==> src/rtl/key_gen_controller.sv <==
// rtl/key_gen_controller.sv - Session sequencer for the LFSR key generator: seed, warm-up, key/tag delivery, forced re-seed.
module key_gen_controller #(
  parameter int KEY_WIDTH      = 256,
  parameter int AUTH_TAG_WIDTH = 8,
  parameter int WARMUP_CYCLES  = 64,
  parameter int REKEY_INTERVAL = 16,
  parameter int CNT_WIDTH      = 8
) (
  input  logic                      clk,
  input  logic                      resetN,
  input  logic [KEY_WIDTH-1:0]      HC_key,
  input  logic                      start,
  input  logic                      stop,
  output logic                      kg_load,
  output logic [KEY_WIDTH-1:0]      kg_seed,
  output logic                      kg_step,
  input  logic [KEY_WIDTH-1:0]      kg_key,
  input  logic [AUTH_TAG_WIDTH-1:0] kg_tag,
  input  logic                      req_valid,
  output logic                      req_ready,
  output logic                      out_valid,
  input  logic                      out_ready,
  output logic [KEY_WIDTH-1:0]      out_key,
  output logic [AUTH_TAG_WIDTH-1:0] out_tag,
  output logic                      session_active,
  output logic                      rekey_pulse
);

  localparam logic [2:0] S_IDLE    = 3'd0;
  localparam logic [2:0] S_LOAD    = 3'd1;
  localparam logic [2:0] S_WARMUP  = 3'd2;
  localparam logic [2:0] S_READY   = 3'd3;
  localparam logic [2:0] S_DELIVER = 3'd4;

  localparam logic [CNT_WIDTH-1:0] WARMUP_LOAD = CNT_WIDTH'(WARMUP_CYCLES);
  localparam logic [CNT_WIDTH-1:0] REKEY_LIMIT = CNT_WIDTH'(REKEY_INTERVAL);

  logic [2:0]                r_state;
  logic [2:0]                w_next;
  logic [CNT_WIDTH-1:0]      r_warm_cnt;
  logic [CNT_WIDTH-1:0]      r_msg_cnt;
  logic [KEY_WIDTH-1:0]      r_out_key;
  logic [AUTH_TAG_WIDTH-1:0] r_out_tag;
  logic                      w_accept;
  logic                      w_handshake;
  logic                      w_last_msg;

  // A request that coincides with stop is dropped; the session is being torn down.
  assign w_accept    = (r_state == S_READY) && req_valid && !stop;
  assign w_handshake = (r_state == S_DELIVER) && out_ready;
  assign w_last_msg  = (r_msg_cnt == REKEY_LIMIT);

  always_comb begin
    w_next = r_state;
    case (r_state)
      S_IDLE:    if (start) w_next = S_LOAD;
      S_LOAD:    w_next = (WARMUP_CYCLES == 0) ? S_READY : S_WARMUP;
      S_WARMUP:  if (r_warm_cnt <= CNT_WIDTH'(1)) w_next = S_READY;
      S_READY:   if (req_valid) w_next = S_DELIVER;
      S_DELIVER: if (out_ready) w_next = w_last_msg ? S_LOAD : S_READY;
      default:   w_next = S_IDLE;
    endcase
    if (stop) w_next = S_IDLE;
  end

  always_ff @(posedge clk or negedge resetN) begin
    if (!resetN) begin
      r_state    <= S_IDLE;
      r_warm_cnt <= '0;
      r_msg_cnt  <= '0;
      r_out_key  <= '0;
      r_out_tag  <= '0;
    end else begin
      r_state <= w_next;
      if (stop) begin
        r_warm_cnt <= '0;
        r_msg_cnt  <= '0;
      end else begin
        if (r_state == S_LOAD)
          r_warm_cnt <= WARMUP_LOAD;
        else if ((r_state == S_WARMUP) && (r_warm_cnt != '0))
          r_warm_cnt <= r_warm_cnt - 1'b1;
        if (w_accept)
          r_msg_cnt <= r_msg_cnt + 1'b1;
        else if (w_handshake && w_last_msg)
          r_msg_cnt <= '0;
      end
      if (w_accept) begin
        r_out_key <= kg_key;
        r_out_tag <= kg_tag;
      end
    end
  end

  assign kg_load        = (r_state == S_LOAD);
  assign kg_seed        = kg_load ? HC_key : '0;
  // The accepting cycle also steps the LFSR so the next request sees a fresh key.
  assign kg_step        = (r_state == S_WARMUP) || w_accept;
  assign req_ready      = (r_state == S_READY) && !stop;
  assign out_valid      = (r_state == S_DELIVER);
  assign out_key        = r_out_key;
  assign out_tag        = r_out_tag;
  assign session_active = (r_state != S_IDLE);
  assign rekey_pulse    = w_handshake && w_last_msg && !stop;

endmodule
==> config.mk <==
export PLATFORM = sky130hd
export DESIGN_NAME = key_gen_controller
export DESIGN_NICKNAME = d
export VERILOG_FILES = /design/src/rtl/key_gen_controller.sv
export SDC_FILE = /design/constraint.sdc
export NUM_CORES = 1
export LEC_CHECK = 0
export ABC_AREA = 1
export CAP_MARGIN = 20
export CORE_AREA = 2 2 407 409
export DETAILED_ROUTE_END_ITERATION = 8
export DIE_AREA = 0 0 409 411
export GPL_ROUTABILITY_DRIVEN = 0
export SLEW_MARGIN = 40
export SYNTH_ARGS = -nofsm -noshare
export SYNTH_HDL_FRONTEND = slang
export SYNTH_SLANG_ARGS = --single-unit
==> constraint.sdc <==
create_clock -name clk -period 2.15 [get_ports clk]
set_input_delay 0.43 -clock clk [delete_from_list [all_inputs] [get_ports clk]]
set_output_delay 0.43 -clock clk [all_outputs]
set_load 0.005 [all_outputs]
==> run metrics <==
cell taking the most area after synthesis dfrtp_1; largest fanout on the critical path 7; die area around 0.17 mm^2; CP startpoint kind flip-flop; final setup violation count 259; Avg WL per Cell about 28 um; Mapped Nets roughly 2400; clk root buf clkbuf_16; setup_tns -65.56 ns; Peak Freq slightly below 400 MHz; top sig layer met5; I/O Buffers 1051; crit path DAT 2.13 ns; synth warn 0; Bufs on Longest Clock Path 3; DR iter-0 viols roughly 1100; Syn Inst Count 1852; routed length on met2 78900 um; Gate power share 58.5%; max-slew violation count 0; Synth cell types 24; register area share after synthesis 53.5%; clock skew about 0.048 ns; relative slew slack 69.7%; vias in the first global route 16500; maximum vdd drop 0.571 mV; Overflow after GRT 0; Place WS -0.270 ns; Syn Area/Cell approximately 7.1 um^2; num ports 1052; leakage power total 15.1 nW; met1 WL 44800 um; Starting Density 8.08%; CTS tree yes; DPL Wire Length 129000 um; area of the mapped netlist approximately 0.013 mm^2; Die Ht 411 um; clock power share 17.9%; Period minus WS final 2.56 ns; Int Power 21.6 mW; P&R area growth vs syn 140%; crit path kind reg2out; pwr/cell area between 1000 and 1500 mW/mm^2; initial antenna violation count 209; Worst-Margin Slew 0.456 ns; CTS H-tree lvls 2; Post-DRT Antenna Nets 0; Tot GR Track Use between 15 and 20%; switching share of power 39.7%; Worst Hold Class in2async; max-cap violations 0; pin count of the biggest net entering global routing between 60 and 70; Reg power frac 23.6%; die width 409 um; Net Sw Power 14.2 mW; Rows 149; Synth top area share between 50% and 60%; DR vias about 17000; Worst-path clk slew 0.06 ns; wirelength, routed roughly 150000 um; Core Util, Final just under 20%; worst skew pair latency 0.61 ns; failing checks setup timing; top cells by area, synth dfrtp_1, nand2_1, inv_1; Final WS setup -0.407 ns; metal3 WL 17600 um; #FFs+latches synth 283; first-pass GRT wire length 182000 um; Layout Nets between 3000 and 4000; Crit path required time ~1.7 ns; RSZ-0062 raised after global routing true; vias per inst 3.27; Final period util 119%; Core Box Area 0.164 mm^2; Final Hold Fails 0; Initial DRT Pass Iterations 5; number of CTS-inserted buffers 38; CP Capture Type output port; drt drc 0; clk sinks 283; status finished, violations left; layout cell share with drive strength beyond 1 23.9%
-- timing repair --
action / in CTS / in global routing
setup buffers: 42 / 20
endpoints found under the hold margin: 33 / 0
endpoints found under the setup margin: 292 / 280
hold buffers: 1 / 0
pin swaps: 32 / 42
resized for setup: 1157 / 251
cloned: 19 / 7
-- layout by cell type (no fill, tap or decap), types with 11 or more instances in the layout --
master           Yosys  layout
buf_6                2     138
clkdlybuf4s50_1      0     758
nor2_4               1     219
dlygate4sd2_1        0      32
buf_16               0      22
diode_2              0      48
dfrtp_1            283     282
nand3_1             33      32
nor2_1             282      28
buf_8                0      15
inv_1              290     288
buf_2               73      69
clkbuf_16            0      46
nand2_1            846     845
buf_4                3      49
nor2_2               1      37
buf_12               0     100
clkbuf_1             5      11
-- registers in the layout, summed over array words and instances, names as in the netlist --
register	cells
out_tag	8
out_key	256
r_warm_cnt	8
r_msg_cnt	8
r_state	3
-- synthesized netlist by cell type (all sizes together) --
cell type	number
buf	82
ha	5
nand3	33
nor3	2
xor2	3
xnor2	1
nor2	284
nand2	847
a21oi	1
o21ai	9
o31ai	1
nand4	3
clkbuf	5
a21o	1
inv	291
dfrtp	283
o21bai	1
-- final cells by class --
type                       count  area (um^2)
inverter                     291         1100
multi-input combinational   1191         6370
timing repair buffer        1196        13200
fill                       18100       132000
clock buffer                  53         1060
clock inverter                15          165
tap                         2189         2740
sequential                   283         7080
antenna                       48          120
-- critical path: stages (launching register included) --
cell and delay [ns]:
dfrtp_1 0.39, inv_2 0.08, nand3_4 0.07, buf_12 0.16
buf_16 0.16, buf_16 0.16, buf_12 0.17, nor2_4 0.09
buf_6 0.12, buf_12 0.11
-- power groups by stage --
stage               clock network [mW]  registers [mW]  logic, mW
floorplan                            0            8.46       3.42
global placement                     0            8.43       16.7
detailed placement                   0            8.49       16.8
CTS                               6.62            8.43       20.5
global route                      6.80            8.65       21.9
finish                            6.41            8.44       20.9
-- kinds of logic (layout without fill, tap and decap cells) --
kind of cell / count (synthesis) / in the layout / share of synthesized area (%)
other cells: 0 / 48 / 0
simple gates: 1169 / 1169 / 33.6
buf+inv: 378 / 1555 / 11.6
compound gates: 13 / 13 / 0.548
flops: 283 / 283 / 53.5
fa+ha+maj: 5 / 5 / 0.473
xor+xnor: 4 / 4 / 0.265
-- final timing paths --
path                         startpoint            to  slack [ns]  depth (start not counted)
hold reg to reg            out_key[137]  out_key[137]        0.47                          2
max in group asynchronous        resetN  r_msg_cnt[0]        1.09                          3
min in group clk            kg_key[250]  out_key[250]        0.35                          3
setup / recovery             r_state[1]   kg_seed[87]       -0.41                          9
hold / removal                   resetN   out_key[39]        0.32                          2
setup reg to reg             r_state[1]  out_key[118]        0.03                         11
-- routing by layer --
| layer | up-vias | global-route usage (%) |
|---|---|---|
| li1 | 7719 | - |
| met1 | 8093 | 15.2 |
| met2 | 844 | 31.7 |
| met3 | 381 | 8.98 |
| met4 | 188 | 5.32 |
| met5 | - | 0 |
-- through the flow --
stage	hold slack (ns)	instances	instance area, um^2	total power, mW
6_report	0.318	5266	31800	35.8
5_1_grt	0.320	5236	31800	37.4
4_1_cts	0.264	5208	30800	35.6
3_5_place_dp	0.361	5084	27500	25.3
3_3_place_gp	0.357	5084	27500	25.2
2_1_floorplan	0.134	1852	13200	11.9
No activity file was read; power rests on OpenSTA's default activity.
==> variant 1 (config.mk and constraints unchanged) <==
The parameter `WARMUP_CYCLES` goes from 64 to 32.
--- a/src/rtl/key_gen_controller.sv
+++ b/src/rtl/key_gen_controller.sv
@@ -4,3 +4,3 @@
   parameter int AUTH_TAG_WIDTH = 8,
-  parameter int WARMUP_CYCLES  = 64,
+  parameter int WARMUP_CYCLES  = 32,
   parameter int REKEY_INTERVAL = 16,
Formal check against the unedited RTL: same outputs for any inputs over 4 cycles, from zero or initial values and one cycle with resetN low; that may be too few to reach the edited logic, so the function may still have changed.
==> variant 1 against the unedited design <==
  * The flow still finishes with violations (setup timing)
  * Total power fell by 7.0%
  * Cell area fell by 2.5%
  * Core utilization fell by 0.49 points
  * Sequential cell count did not move
  * Setup slack got worse by 0.019 ns
  * Fmax fell by 0.74%
  * Count of clock-buffer cells in the layout did not move
  * Area after synthesis rose by 0.71%
  * Hold slack improved by 0.050 ns
  * Combinational power fell by 11%
  * Wire length fell by 10%
  * Synthesized cell count rose by 0.22%
  * Critical path type unchanged
  * Largest power group unchanged
  * Highest routed layer unchanged
==> variant 1: results (changes against the unedited design) <==
[global_route]
gr-usage-all-layers = 0.152  ; -0.0159
grt_pass1_vias = 17036  ; +3.1%
grt_pass1_wl_um = 168000  ; -7.2%
grt_max_degree = 71  ; +16%
antenna_found_initial = 157  ; -25%

[synth]
synth_xor_area_frac = 0.00131  ; -0.00133
synth-adder-area-share = 0.00469  ; -0.0000333
ys_top_cells_by_count = nand2_1, inv_1, dfrtp_1
syn-num-nets = 2387  ; +0.17%
synth_area_per_cell_um2 = 7.18  ; +0.49%
seq_area_frac_synth = 0.531  ; -0.00376
synth_area_leaders = dfrtp_1, nand2_1, inv_1
synth_compound_area_frac = 0.00375  ; -0.00173

[pwr]
swShare = 0.375  ; -0.0221
ir_drop_mv = 0.650  ; +14%
power_leakage_nw = 15.0  ; -0.37%
pg_comb_mw = 18.5  ; -11%
seqPwrFrac = 0.248  ; +0.012
pwr-share-comb = 0.556  ; -0.029

[min_path]
whs_path_depth = 3
min_path_type = in -> reg

[placement]
dpl.cell_count = 5095  ; +0.22%
dp_hpwl_um = 115000  ; -11%
dpl_cell_area_um2 = 27700  ; +0.63%
pre_cts_ws_ns = -0.412  ; -0.142 ns

[status]
status = finished, violations left
violations = setup timing

[sta]
tightest_slew_ns = 0.633  ; +0.177 ns
setup_viol = 262  ; +1.2%
hold_ws_ns = 0.367  ; +0.0496 ns
fin_tns_setup_ns = -55.08  ; +10.48 ns
clock_skew_ns = 0.0442  ; -0.00392 ns
fin_ws_ns = -0.426  ; -0.0191 ns

[clocking]
cts.htree.levels = 2  ; unchanged

[cells_and_area]
drive_above_1_share = 0.207  ; -0.0321
final_nets = 3528  ; -0.11%
finalNonFillerCells = 5231  ; -0.66%

[critical_path]
ff2ff_setup_slack_ns = -0.06  ; -0.09 ns
r2r_cells = 12  ; +1
r2r_start = r_state[0]$_DFFE_PN0P_
cp-endpoint = kg_seed[55]

[drt]
routed_wl_um = 133000  ; -10%
drt_iter0_drc = 930  ; -15%
viasPerCell = 3.23  ; -1.2%

variant 1: cell count changes in the layout (fill, tap and decap cells not counted), moves of 18 or more:
cell / change
buf_6: -77
clkbuf_2: +25
clkdlybuf4s50_1: +46
diode_2: -31
dlygate4sd2_1: -32
dlymetal6s2s_1: +18
nor2_1: +56
nor2_4: -68
variant 1: repair_timing:
action                                 4_1_cts  5_1_grt
cloned                                      12        5
pin swaps                                    6       11
hold buffers                                 1        0
buffers inserted                            38       14
endpoints found under the hold margin       43        0
gates resized for setup                    731      292
setup endpoints to repair                  280      360
variant 1: layer usage:
metal	track usage	up-vias	share of wire
met3	0.0770	306	0.11
met4	0.0527	156	0.039
met5	0	-	0.0073
met1	0.155	7997	0.34
li1	-	7645	-
met2	0.265	795	0.50
variant 1: layout make-up:
cell class                 count  area (µm²)
antenna                       17        42.5
clock buffer                  53        1070
clock inverter                15         184
fill                       18257      133000
inverter                     292        1110
multi-input combinational   1192        5890
sequential                   283        7080
tap                         2189        2740
timing repair buffer        1190       12900
==> variant 2 (config.mk and constraints unchanged) <==
Without the edit above. Add an input register stage for `kg_key`, with the module's reset; this delays it by one clock. The other inputs are not delayed to match.
--- a/src/rtl/key_gen_controller.sv
+++ b/src/rtl/key_gen_controller.sv
@@ -36,2 +36,12 @@
   localparam logic [CNT_WIDTH-1:0] REKEY_LIMIT = CNT_WIDTH'(REKEY_INTERVAL);
+
+  logic [KEY_WIDTH-1:0] kg_key_q;
+
+  always_ff @(posedge clk or negedge resetN) begin
+    if (!resetN) begin
+      kg_key_q <= '0;
+    end else begin
+      kg_key_q <= kg_key;
+    end
+  end
 
@@ -88,3 +98,3 @@
       if (w_accept) begin
-        r_out_key <= kg_key;
+        r_out_key <= kg_key_q;
         r_out_tag <= kg_tag;
Function: no difference found for any inputs over 4 cycles, from zero or initial values and one cycle with resetN low; that may be too few to reach the edited logic, so the function may still have changed.
==> variant 2 against the unedited design <==
  * The run still ends with setup timing left
  * Fmax down 6.4%
  * Critical path depth down 3
  * Area after synthesis up 49%
  * Core utilization up 3.2 points
  * Cell area up 17%
  * Wire length down 9.3%
  * Setup slack worse by 0.18 ns
  * Clock power up 62%
  * Hold slack worse by 0.11 ns
  * Total power up 12%
  * Sequential cell count up 256
  * Sequential share of layout area up 14 points
  * Critical endpoint is now kg_seed[14]
  * Largest power group unchanged
==> variant 2: results (changes against the unedited design) <==
[status]
status = finished, violations left
violations = setup timing

[pwr]
power_leakage_nw = 18.2  ; +21%

[clocking]
cts.sinks = 539  ; +90%
post_cts_buffers = 3  ; -93%
post_cts_resized = 297  ; -74%
clock_latency_ns = 0.65  ; +0.04 ns
cts_buffers = 59  ; +55%

[placement]
dpl.cell_count = 5387  ; +6.0%

[cells_and_area]
final_nets = 3806  ; +7.8%
drive_above_1_share = 0.145  ; -0.0941

[min_path]
min_path_type = in -> reg

[sta]
fin_ws_ns = -0.583  ; -0.175 ns
clock_skew_ns = 0.0354  ; -0.0128 ns
setup_viol = 275  ; +6.2%

[synth]
postSynthCellCount = 2112  ; +14%
yosysTopAreaCellShare = 0.684  ; +0.149
synth_area_leaders = dfrtp_1, nand2_1, inv_1
seq_area_frac_synth = 0.684  ; +0.149
syn-num-nets = 2643  ; +11%

[global_route]
grt_pass1_wl_um = 174000  ; -4.2%
antenna_found_initial = 89  ; -57%
gr-usage-all-layers = 0.154  ; -0.0135

[drt]
vias = 18565  ; +7.8%
drt_first_pass_iters = 4  ; -1
viasPerCell = 3.36  ; +2.8%

[critical_path]
slowest_stage = clkdlybuf4s50_1

-- variant 2: worst paths after layout --
path                                        startpoint                      end  slack, ns
worst max register to register  r_state[2]$_DFFE_PN0P_  out_key[30]$_DFFE_PN0N_       0.10
worst max-delay path            r_state[0]$_DFFE_PN0P_              kg_seed[14]      -0.58
max in group asynchronous                       resetN   kg_key_q[49]$_DFF_PN0_       0.95
worst min register to register  kg_key_q[47]$_DFF_PN0_  out_key[47]$_DFFE_PN0N_       0.41
worst min-delay path                       kg_key[109]  kg_key_q[109]$_DFF_PN0_       0.20
min in group asynchronous                       resetN  kg_key_q[130]$_DFF_PN0_       0.32
-- variant 2: layout make-up --
cell class | instances | area share
well taps | 2189 | 0.0737
diodes | 11 | 0.000741
clock inverters | 29 | 0.00987
multi-input cells | 1191 | 0.131
flip-flops and latches | 539 | 0.363
inverters | 294 | 0.0299
clock buffers | 77 | 0.0432
repair buffers | 1190 | 0.348
-- variant 2: metal layers --
metal  vias to the layer above  track usage  share of wire
met5                         -            0         0.0026
met4                        58       0.0515          0.034
met3                       243       0.0513          0.079
met2                       796        0.301           0.56
met1                      9025        0.150           0.33
li1                       8443            -              -
-- variant 2: cell families after synthesis --
logic type | Yosys count | share of synthesized area
AOI/OAI and AO/OA | 8 | 0.00229
adders and majority gates | 5 | 0.00317
buffers and inverters | 382 | 0.0814
and+or+nand+nor | 1176 | 0.228
xor gates and xnor gates | 2 | 0.000889
DFF | 539 | 0.684
-- variant 2: power breakdown --
group / internal [mW] / switching, mW
Clock: 6.01 / 4.34
Sequential: 12.2 / 1.32
Combinational: 8.53 / 7.58
-- variant 2: metrics by stage --
stage	instance area, µm²	util
floorplan	19700	-
global placement	34700	0.212
global route	37100	0.227
finish	37100	0.227
CTS	37000	0.226
detailed placement	34700	0.212
